**src/rtl/ahbl_gpio_if.sv**
```systemverilog
// AHB-Lite slave-side bus bundle for the GPIO block.
// Carries the address/data-phase signals between a bus master (or decoder
// fabric) and the GPIO slave. Clock and reset are kept outside the bundle.
//   HSEL, HADDR, HTRANS, HWRITE, HSIZE, HWDATA, HREADY : master -> slave
//   HREADYOUT, HRDATA                                   : slave  -> master
interface ahbl_gpio_if;
    logic        HSEL;
    logic [31:0] HADDR;
    logic [1:0]  HTRANS;
    logic        HWRITE;
    logic [2:0]  HSIZE;
    logic [31:0] HWDATA;
    logic        HREADY;
    logic        HREADYOUT;
    logic [31:0] HRDATA;

    modport master (
        output HSEL, HADDR, HTRANS, HWRITE, HSIZE, HWDATA, HREADY,
        input  HREADYOUT, HRDATA
    );

    modport slave (
        input  HSEL, HADDR, HTRANS, HWRITE, HSIZE, HWDATA, HREADY,
        output HREADYOUT, HRDATA
    );
endinterface

```
**src/rtl/ahbl_gpio.sv**
```systemverilog
// AHB-Lite GPIO peripheral, zero wait states.
// Registers (word offsets from HADDR[7:2]):
//   0x00 DATAI (RO)  synchronised pad inputs
//   0x04 DATAO (RW)  pad output values
//   0x08 DIR   (RW)  pad output enables (1 = drive)
//   0x0C IM    (RW)  interrupt mask
//   0x10 IS    (RO, write-1-to-clear) edge status
//   0x14 POL   (RW)  edge polarity per bit (1 = rising, 0 = falling)
// Ports:
//   HCLK, HRESET : clock, asynchronous active-high reset
//   bus          : AHB-Lite slave bundle (ahbl_gpio_if.slave)
//   GPIO_IN      : pad inputs, asynchronous to HCLK
//   GPIO_OUT     : pad outputs (DATAO)
//   GPIO_OE      : pad output enables (DIR)
//   IRQ          : registered level interrupt, |(IS & IM)
module ahbl_gpio #(
    parameter int unsigned WIDTH = 16
) (
    input  logic             HCLK,
    input  logic             HRESET,
    ahbl_gpio_if.slave       bus,
    input  logic [WIDTH-1:0] GPIO_IN,
    output logic [WIDTH-1:0] GPIO_OUT,
    output logic [WIDTH-1:0] GPIO_OE,
    output logic             IRQ
);

    typedef enum logic [5:0] {
        OFF_DATAI = 6'h00,
        OFF_DATAO = 6'h01,
        OFF_DIR   = 6'h02,
        OFF_IM    = 6'h03,
        OFF_IS    = 6'h04,
        OFF_POL   = 6'h05
    } reg_off_e;

    localparam logic [31:0] UNMAPPED_VALUE = 32'hBADDBEEF;

    // Bus data-phase state
    logic [5:0]       addr_q, addr_d;
    logic             wr_q, wr_d;

    // Register file
    logic [WIDTH-1:0] datao_q, datao_d;
    logic [WIDTH-1:0] dir_q, dir_d;
    logic [WIDTH-1:0] im_q, im_d;
    logic [WIDTH-1:0] is_q, is_d;
    logic [WIDTH-1:0] pol_q, pol_d;

    // Input synchroniser (s1, s2) plus edge-history stage (s3)
    logic [WIDTH-1:0] s1_q, s1_d;
    logic [WIDTH-1:0] s2_q, s2_d;
    logic [WIDTH-1:0] s3_q, s3_d;

    logic             irq_q, irq_d;

    logic             accept;
    logic             wr_en;
    logic [WIDTH-1:0] wdata;
    logic [WIDTH-1:0] edge_det;
    logic [31:0]      rdata;

    // HSIZE and the untouched address/data bits are intentionally unused.
    logic             unused_bus_bits;

    assign accept = bus.HSEL & bus.HTRANS[1] & bus.HREADY;
    // The data phase ends on the first edge with HREADY high.
    assign wr_en  = wr_q & bus.HREADY;
    assign wdata  = bus.HWDATA[WIDTH-1:0];

    // Edge on bit i: s2 just changed (differs from s3) and now matches POL.
    assign edge_det = (s2_q ^ s3_q) & ~(s2_q ^ pol_q);

    assign unused_bus_bits = ^{bus.HSIZE, bus.HADDR[31:8], bus.HADDR[1:0],
                               bus.HWDATA, bus.HTRANS[0]};

    always_comb begin
        addr_d = addr_q;
        wr_d   = wr_q;
        if (accept) begin
            addr_d = bus.HADDR[7:2];
            wr_d   = bus.HWRITE;
        end else if (bus.HREADY) begin
            wr_d   = 1'b0;
        end
    end

    always_comb begin
        datao_d = datao_q;
        dir_d   = dir_q;
        im_d    = im_q;
        pol_d   = pol_q;
        is_d    = is_q;
        if (wr_en) begin
            case (addr_q)
                OFF_DATAO: datao_d = wdata;
                OFF_DIR:   dir_d   = wdata;
                OFF_IM:    im_d    = wdata;
                OFF_IS:    is_d    = is_q & ~wdata;
                OFF_POL:   pol_d   = wdata;
                default:   ;
            endcase
        end
        // Applied after the W1C so a coincident edge keeps the bit set.
        is_d = is_d | edge_det;
    end

    always_comb begin
        s1_d  = GPIO_IN;
        s2_d  = s1_q;
        s3_d  = s2_q;
        irq_d = |(is_q & im_q);
    end

    always_ff @(posedge HCLK or posedge HRESET) begin
        if (HRESET) begin
            addr_q  <= '0;
            wr_q    <= 1'b0;
            datao_q <= '0;
            dir_q   <= '0;
            im_q    <= '0;
            is_q    <= '0;
            pol_q   <= '0;
            s1_q    <= '0;
            s2_q    <= '0;
            s3_q    <= '0;
            irq_q   <= 1'b0;
        end else begin
            addr_q  <= addr_d;
            wr_q    <= wr_d;
            datao_q <= datao_d;
            dir_q   <= dir_d;
            im_q    <= im_d;
            is_q    <= is_d;
            pol_q   <= pol_d;
            s1_q    <= s1_d;
            s2_q    <= s2_d;
            s3_q    <= s3_d;
            irq_q   <= irq_d;
        end
    end

    // Read mux driven from the registered offset; bits above WIDTH stay 0.
    always_comb begin
        rdata = '0;
        case (addr_q)
            OFF_DATAI: rdata[WIDTH-1:0] = s2_q;
            OFF_DATAO: rdata[WIDTH-1:0] = datao_q;
            OFF_DIR:   rdata[WIDTH-1:0] = dir_q;
            OFF_IM:    rdata[WIDTH-1:0] = im_q;
            OFF_IS:    rdata[WIDTH-1:0] = is_q;
            OFF_POL:   rdata[WIDTH-1:0] = pol_q;
            default:   rdata = UNMAPPED_VALUE;
        endcase
    end

    assign bus.HRDATA    = rdata;
    assign bus.HREADYOUT = 1'b1;
    assign GPIO_OUT      = datao_q;
    assign GPIO_OE       = dir_q;
    assign IRQ           = irq_q;

endmodule
```
**src/flat_wrapper.sv**
```systemverilog
// flat-port wrapper written by rule: the top's interface ports become plain ports
module ahbl_gpio_flat 
#(
    parameter int unsigned WIDTH = 16
)
  (HCLK, HRESET, GPIO_IN, GPIO_OUT, GPIO_OE, IRQ, bus_HSEL, bus_HADDR, bus_HTRANS, bus_HWRITE, bus_HSIZE, bus_HWDATA, bus_HREADY, bus_HREADYOUT, bus_HRDATA);
  ahbl_gpio_if bus_i ();
  input  logic HCLK;
  input  logic HRESET;
  input  logic [WIDTH-1:0] GPIO_IN;
  output logic [WIDTH-1:0] GPIO_OUT;
  output logic [WIDTH-1:0] GPIO_OE;
  output logic IRQ;
  input wire logic [$bits(bus_i.HSEL)-1:0] bus_HSEL;
  input wire logic [$bits(bus_i.HADDR)-1:0] bus_HADDR;
  input wire logic [$bits(bus_i.HTRANS)-1:0] bus_HTRANS;
  input wire logic [$bits(bus_i.HWRITE)-1:0] bus_HWRITE;
  input wire logic [$bits(bus_i.HSIZE)-1:0] bus_HSIZE;
  input wire logic [$bits(bus_i.HWDATA)-1:0] bus_HWDATA;
  input wire logic [$bits(bus_i.HREADY)-1:0] bus_HREADY;
  output wire logic [$bits(bus_i.HREADYOUT)-1:0] bus_HREADYOUT;
  output wire logic [$bits(bus_i.HRDATA)-1:0] bus_HRDATA;
  assign bus_i.HSEL = bus_HSEL;
  assign bus_i.HADDR = bus_HADDR;
  assign bus_i.HTRANS = bus_HTRANS;
  assign bus_i.HWRITE = bus_HWRITE;
  assign bus_i.HSIZE = bus_HSIZE;
  assign bus_i.HWDATA = bus_HWDATA;
  assign bus_i.HREADY = bus_HREADY;
  assign bus_HREADYOUT = bus_i.HREADYOUT;
  assign bus_HRDATA = bus_i.HRDATA;
  ahbl_gpio #(.WIDTH(WIDTH)) u_core (.HCLK(HCLK), .HRESET(HRESET), .bus(bus_i), .GPIO_IN(GPIO_IN), .GPIO_OUT(GPIO_OUT), .GPIO_OE(GPIO_OE), .IRQ(IRQ));
endmodule
```
**config.mk**
```make
export PLATFORM = sky130hd
export DESIGN_NAME = ahbl_gpio_flat
export DESIGN_NICKNAME = d
export VERILOG_FILES = /design/src/rtl/ahbl_gpio_if.sv /design/src/rtl/ahbl_gpio.sv /design/src/flat_wrapper.sv
export SDC_FILE = /design/constraint.sdc
export NUM_CORES = 1
export LEC_CHECK = 0
export CAP_MARGIN = 20
export CORE_MARGIN = 2
export CORE_UTILIZATION = 49
export CTS_CLUSTER_SIZE = 14
export DETAILED_ROUTE_END_ITERATION = 8
export PLACE_DENSITY = 0.8
export SKIP_CTS_REPAIR_TIMING = 1
export SYNTH_ARGS = -nofsm -noshare
export SYNTH_HDL_FRONTEND = slang
export SYNTH_SLANG_ARGS = --single-unit
```
**constraint.sdc**
```tcl
create_clock -name HCLK -period 5.65 [get_ports HCLK]
set_input_delay 1.13 -clock HCLK [delete_from_list [all_inputs] [get_ports HCLK]]
set_output_delay 1.13 -clock HCLK [all_outputs]
set_load 0.03 [all_outputs]
```
==> results of run 1 <==
state kept, by name, summed over array words and instances, names as in the netlist:
| register | cells |
|---|---|
| u_core.s2_q | 16 |
| u_core.s1_q | 16 |
| u_core.GPIO_OE | 16 |
| u_core.pol_q | 16 |
| u_core.s3_q | 16 |
| u_core.GPIO_OUT | 16 |
| u_core.im_q | 16 |
| u_core.addr_q | 6 |
| u_core.wr_q | 1 |
| u_core.is_q | 16 |
| u_core.IRQ | 1 |
cells in the mapped netlist (13+ instances only):
library cell | count | area share
a22oi_1 | 13 | 0.017
buf_4 | 16 | 0.020
dfrtp_1 | 136 | 0.58
inv_1 | 35 | 0.022
mux2_2 | 62 | 0.12
mux2i_1 | 26 | 0.044
nand2_1 | 35 | 0.022
nor2_1 | 16 | 0.010
nor3_1 | 26 | 0.022
o211ai_1 | 16 | 0.020
o31ai_1 | 16 | 0.020
final cells by class:
| type | count | area, µm² | area share |
|---|---|---|---|
| tap | 147 | 184 | 0.0242 |
| inverter | 35 | 134 | 0.0176 |
| sequential | 136 | 3400 | 0.448 |
| multi-input combinational | 275 | 2170 | 0.285 |
| clock inverter | 8 | 124 | 0.0163 |
| timing repair buffer | 114 | 1120 | 0.148 |
| clock buffer | 21 | 460 | 0.0606 |
worst min-delay path by stage:
| stage | start | end | slack [ns] | cells past startpoint |
|---|---|---|---|---|
| floorplan | u_core.s1_q[0] | u_core.s2_q[0] | 0.33 | 0 |
| global placement | u_core.s1_q[7] | u_core.s2_q[7] | 0.33 | 0 |
| detailed placement | u_core.s1_q[10] | u_core.s2_q[10] | 0.33 | 0 |
| CTS | u_core.s1_q[10] | u_core.s2_q[10] | 0.35 | 0 |
| global route | u_core.s1_q[3] | u_core.s2_q[3] | 0.35 | 0 |
| finish | u_core.s1_q[3] | u_core.s2_q[3] | 0.35 | 0 |
layer usage:
| metal | wire (µm) | vias to the layer above | part of all wire |
|---|---|---|---|
| li1 | - | 1910 | - |
| met1 | 5830 | 2230 | 0.39 |
| met2 | 7680 | 190 | 0.52 |
| met3 | 1060 | 26 | 0.072 |
| met4 | 266 | 0 | 0.018 |
| met5 | 0 | - | 0 |
per-stage QoR:
step / std cells / worst slack [ns] / total power, mW / utilization / hold slack [ns]
after CTS: 735 / 1.09 / 2.74 / 0.636 / 0.347
after floorplan: 485 / 0.881 / 1.45 / - / 0.331
after global placement: 705 / 1.57 / 1.63 / 0.586 / 0.332
after global routing: 736 / 0.916 / 2.83 / 0.638 / 0.354
final: 736 / 1.04 / 2.73 / 0.638 / 0.345
after detailed placement: 706 / 1.53 / 1.64 / 0.587 / 0.335
power by group through the flow:
stage	combinational [mW]	sequential (mW)	clock [mW]
after floorplan	0.297	1.15	0
after CTS	0.509	1.12	1.11
after global placement	0.494	1.13	0
after global routing	0.538	1.13	1.16
final	0.508	1.12	1.10
after detailed placement	0.505	1.14	0
cells by family after synthesis:
| family | Yosys count |
|---|---|
| other cells | 2 |
| mux | 90 |
| buf+inv | 74 |
| simple gates | 94 |
| compound gates | 85 |
| flops | 136 |
==> summary.md, run 1 <==
| Metric | Value |
|---|---|
| Total track usage | 0.243 |
| Largest net degree at the start of global routing | between 60 and 70 |
| Worst path depth | 4 |
| Post-route ant nets | 0 |
| Multiplexer share of the synthesized area | 0.170 |
| Max Slew Vio Count | 0 |
| XOR/XNOR Fraction of Synth Area | 0 |
| Most frequent cells in the layout | dfrtp_1 (136), clkdlybuf4s50_1 (103), mux2_2 (62) |
| DRT iter0 DRCs | approximately 320 |
| Clock power share | 0.403 |
| Reg2reg path depth | 4 |
| Adder-Cell Fraction of Synth Area | 0 |
| Worst-path cell chain | nand2b_1, o221a_2, nor3_1, clkdlybuf4s50_1 |
| FF-to-FF Start | u_core.addr_q[1] |
| CTS root buffer | clkbuf_16 |
| GRT overflow | 0 |
| Final hold violations | 0 |
| P_int | 1.97 mW |
| Critical Path AT | 3.48 ns |
| Switching pwr | 0.764 mW |
| Setup repair after global routing missed its margin | no |
| Initial Util | 0.496 |
| Num Clock Sinks | 136 |
| Share of layout cells above drive strength 1 | 0.187 |
| Worst setup path start | u_core.addr_q[1] |
| Max VDD drop | 0.283 mV |
| Reg2Reg Setup Slack | ~2.6 ns |
| Worst-Margin Slew | 1.05 ns |
| GRT busiest layer | met2 |
| Met2 GRT Util | 0.407 |
| Via count of the first global-routing pass | 4587 |
| Rows | 40 |
| Fillers | 926 |
| Number of synthesized flops with an enable pin | 0 |
| Sequential area share after synthesis | 0.576 |
| IO Port Bufs | a little over 100 |
| Wire per inst | 20.2 µm |
| H-tree lvl count | 4 |
| Max_cap viols | 0 |
| CP max FO | 24 |
| CP bufs+invs | 1 |
| Switch share | 0.279 |
| CP endpoint | bus_HRDATA[8] |
| Setup Skew | 0.00610 ns |
| Drt first pass iters | 5 |
| Synth Register Bits | between 100 and 150 |
| Commonest non-fill, non-tap cell in the layout | dfrtp_1 |
| I/O Pins | 156 |
| First-pass GRT wire length | roughly 24000 µm |
| Dpl cell area | 7000 µm² |
| CTS max path bufs | 2 |
| Via density per instance | 5.92 |
| Finished Cell Area | 7600 µm² |
| LEAKAGE | between 3 and 4 nW |
| Final net count | 669 |
| TritonCTS clock tree | yes |
| GP Congestion | just over 0.8 |
| Netlist Area Pre-Place | 5910 µm² |
| Final Cycle Share | 0.815 |
| Simple-gate share of the synthesized area | 0.0802 |
| Main combinational cell family by area after synthesis | multiplexers |
| Max stage delay on crit path | roughly 1 ns |
| Comb power frac | 0.186 |
| Via count | 4356 |
| Die area | 13000 µm² |
| Final setup vio count | 0 |
| Share of power burned in registers | 0.411 |
| Drt drc | 0 |
| Area Overhead vs Synth | 28.5% |
| Clock transition at path regs | approximately 0.050 ns |
| Most used DFF post-synth | dfrtp_1 |
| Crit Path Category | reg -> out |
| Total CTS buffers | 17 |
| Outcome | complete, no violations |
| FMAX | approximately 220 MHz |
| Post-DP HPWL | 9700 µm |
| Yosys Warn Count | 0 |
| Hold Crit Class | reg -> reg |
| Clk Latency, worst-skew pair | about 0.42 ns |
| Max transition margin | 0.301 |
| Core Box Area | 11900 µm² |
| Die W | between 100 and 150 µm |
| GR Util met3 | 0.0675 |
| Crit end category | output pin |
| Met1 usage | 0.295 |
| Startpoint types | flop |
| Slowest-stage cell, CP | dfrtp_1 |
| CP required | 4.52 ns |
| Final setup TNS | 0 ns |
| Drt total wl | 14800 µm |
| Worst r2r dst | u_core.GPIO_OE[1] |
| Initial antenna violation count | 0 |
| Syn Inst Count | 481 |
| Ys async rst share | 1.00 |
| Count of cell types in the netlist | 41 |
| Synth Area in Compound Gates | 0.113 |
| Diodes inserted | 0 |
| Die height | ~110 µm |
| CP delay by family, top | flip-flops |
| Syn avg cell area | 12.3 µm² |
| Pwr/cell area | approximately 360 nW/µm² |
| Minimum clock period | about 4.6 ns |
(Power assumes the default switching activity.)
==> run 2: changes to the inputs <==
==> constraint.sdc (replaced) <==
create_clock -name HCLK -period 4.5 [get_ports HCLK]
set_input_delay 0.9 -clock HCLK [delete_from_list [all_inputs] [get_ports HCLK]]
set_output_delay 0.9 -clock HCLK [all_outputs]
set_load 0.03 [all_outputs]
==> run 2 against run 1 <==
Register-to-register slack worse by 1.3 ns. Design area barely moved. Clock skew rose by 0.0038 ns. Wire length decreased by 2.4%.
==> summary.md, run 2 (synthesis results as in run 1) <==
| Metric | Value |
|---|---|
| Outcome | complete, no violations |
| Core Box Area | 11900 µm² (unchanged) |
| FF-to-FF Start | u_core.addr_q[1] |
| Reg2reg path depth | 4 (unchanged) |
| Max VDD drop | 0.437 mV (+54%) |
| Post-Place Cells | 708 (+0.28%) |
| Max stage delay on crit path | 1.02 ns (about the same) |
| H-tree lvl count | 4 (unchanged) |
| Post-route ant nets | 0 (unchanged) |
| Num Clock Sinks | 136 (unchanged) |
| Worst r2r dst | u_core.GPIO_OUT[12] |
| Hold Crit Depth | 0 (unchanged) |
| Initial Util | 0.496 (unchanged) |
| Drt total wl | 14500 µm (-2.4%) |
| Hold_sp | u_core.s1_q[1] |
| Commonest non-fill, non-tap cell in the layout | dfrtp_1 |
| Clock transition at path regs | 0.05 ns (about the same) |
| Met1 usage | 0.298 (+0.00318) |
| Final Cycle Share | 0.856 |
| Wire per inst | 19.6 µm (-2.9%) |
| Total track usage | 0.234 (-0.00929) |
| Diodes inserted | 0 (unchanged) |
| Critical Path AT | 2.95 ns (-0.53 ns) |
| Final setup TNS | 0 ns (unchanged) |
| Reg2Reg Setup Slack | 1.27 ns (-1.29 ns) |
| Die height | 114 µm (unchanged) |
| Largest net degree at the start of global routing | 66 (-2.9%) |
| Setup repair after global routing missed its margin | no |
| Initial antenna violation count | 0 (unchanged) |
| Dpl cell area | 7000 µm² (+0.11%) |
| IO Port Bufs | 103 (unchanged) |
| Area Overhead vs Synth | 28.4% (about the same) |
| Via density per instance | 5.77 (-2.4%) |
| Fillers | 898 (-3.0%) |
| CTS max path bufs | 2 (unchanged) |
| CTS root buffer | clkbuf_16 |
| Post-DP HPWL | 9590 µm (-1.2%) |
| Worst-Margin Slew | 1.03 ns (-0.0230 ns) |
| Clk Latency, worst-skew pair | 0.42 ns (about the same) |
| Hold Crit Class | reg -> reg |
| GR Util met3 | 0.0643 (-0.00319) |
| Drt drc | 0 (unchanged) |
| Final net count | 670 (+0.15%) |
| Setup Skew | 0.00986 ns (+0.00376 ns) |
| Minimum clock period | 3.85 ns |
| Rows | 40 (unchanged) |
| Setup WS pre-CTS | 1.13 ns (-0.408 ns) |
| Die W | 114 µm (unchanged) |
| WHS | 0.346 ns (+0.000600 ns) |
| TritonCTS clock tree | yes |
| Crit Path Category | reg -> out |
| DRT iter0 DRCs | 369 (+14%) |
| Via count | 4273 (-1.9%) |
| Drt first pass iters | 7 (+2) |
| Post-route insts no fill | 740 (+0.54%) |
| Most frequent cells in the layout | dfrtp_1 (136), clkdlybuf4s50_1 (91), mux2_2 (62) |
| CP required | 3.60 ns (-0.92 ns) |
| Crit end category | output pin |
| GRT overflow | 0 (unchanged) |
| GRT busiest layer | met2 |
| Max_cap viols | 0 (unchanged) |
| Setup slack after layout | 0.648 ns (-0.396 ns) |
| LEAKAGE | 3.38 nW (-0.13%) |
| FMAX | around 260 MHz |
| Final setup vio count | 0 (unchanged) |
| Max transition margin | 0.313 (+0.0117) |
| Pwr/cell area | 449 nW/µm² (+25%) |
| Total CTS buffers | 17 (unchanged) |
| Met2 GRT Util | 0.394 (-0.0128) |
| Hold Path End | u_core.s2_q[1] |
| Die area | 13000 µm² (unchanged) |
| CP max FO | 24 (unchanged) |
| Finished Cell Area | 7590 µm² (about the same) |
| First-pass GRT wire length | 23100 µm (-2.9%) |
| Slowest-stage cell, CP | dfrtp_1 |
| Share of layout cells above drive strength 1 | 0.211 (+0.0240) |
| Via count of the first global-routing pass | 4434 (-3.3%) |
| GP Congestion | 0.837 (+1.4%) |
| Worst-path cell chain | mux2_2, a31oi_1, o211ai_1, clkdlybuf4s50_1 |
| Final hold violations | 0 (unchanged) |
| Max Slew Vio Count | 0 (unchanged) |
| I/O Pins | 156 (unchanged) |
| Startpoint types | flop |
## run 2: worst max path at each step
stage / from / to / slack (ns)
2_1_floorplan: u_core.addr_q[3] / bus_HRDATA[10] / 1.73
3_3_place_gp: u_core.addr_q[1] / bus_HRDATA[6] / 1.20
3_5_place_dp: u_core.addr_q[1] / bus_HRDATA[8] / 1.13
4_1_cts: u_core.addr_q[1] / bus_HRDATA[6] / 0.65
5_1_grt: u_core.addr_q[1] / bus_HRDATA[8] / 0.56
6_report: u_core.addr_q[1] / bus_HRDATA[6] / 0.65
## run 2: through the flow
stage | util | total power [mW]
3_3_place_gp | 0.588 | 2.05
3_5_place_dp | 0.588 | 2.06
2_1_floorplan | - | 1.82
6_report | 0.637 | 3.41
4_1_cts | 0.637 | 3.42
5_1_grt | 0.637 | 3.54
## run 2: routing by layer
| layer | vias to the layer above | wire length, µm | share of wire |
|---|---|---|---|
| met5 | - | 0 | 0 |
| met4 | 0 | 169 | 0.012 |
| met3 | 22 | 975 | 0.067 |
| met2 | 162 | 7500 | 0.52 |
| met1 | 2176 | 5830 | 0.40 |
| li1 | 1913 | - | - |
## run 2: critical path, delay by kind of cell, from the launching register on
kind            cells  cell delay [ns]
compound gates      2             0.47
buf+inv             1             0.62
flops               1             1.02
mux                 1             0.43
## run 2: layout make-up
type | instances | area, µm² | share of cell area
flip-flops and latches | 136 | 3400 | 0.448
repair buffers | 115 | 1120 | 0.147
clock inverters | 10 | 121 | 0.0160
clock buffers | 22 | 464 | 0.0612
inverters | 35 | 135 | 0.0178
well taps | 147 | 184 | 0.0242
multi-input cells | 275 | 2170 | 0.285
## run 2: where the power goes
part	switching, mW	internal (mW)	leakage (nW)	total [mW]
Sequential	0.0952	1.31	1.61	1.40
Combinational	0.368	0.277	1.49	0.644
Clock	0.512	0.845	0.273	1.36
Total	0.975	2.43	3.38	3.41
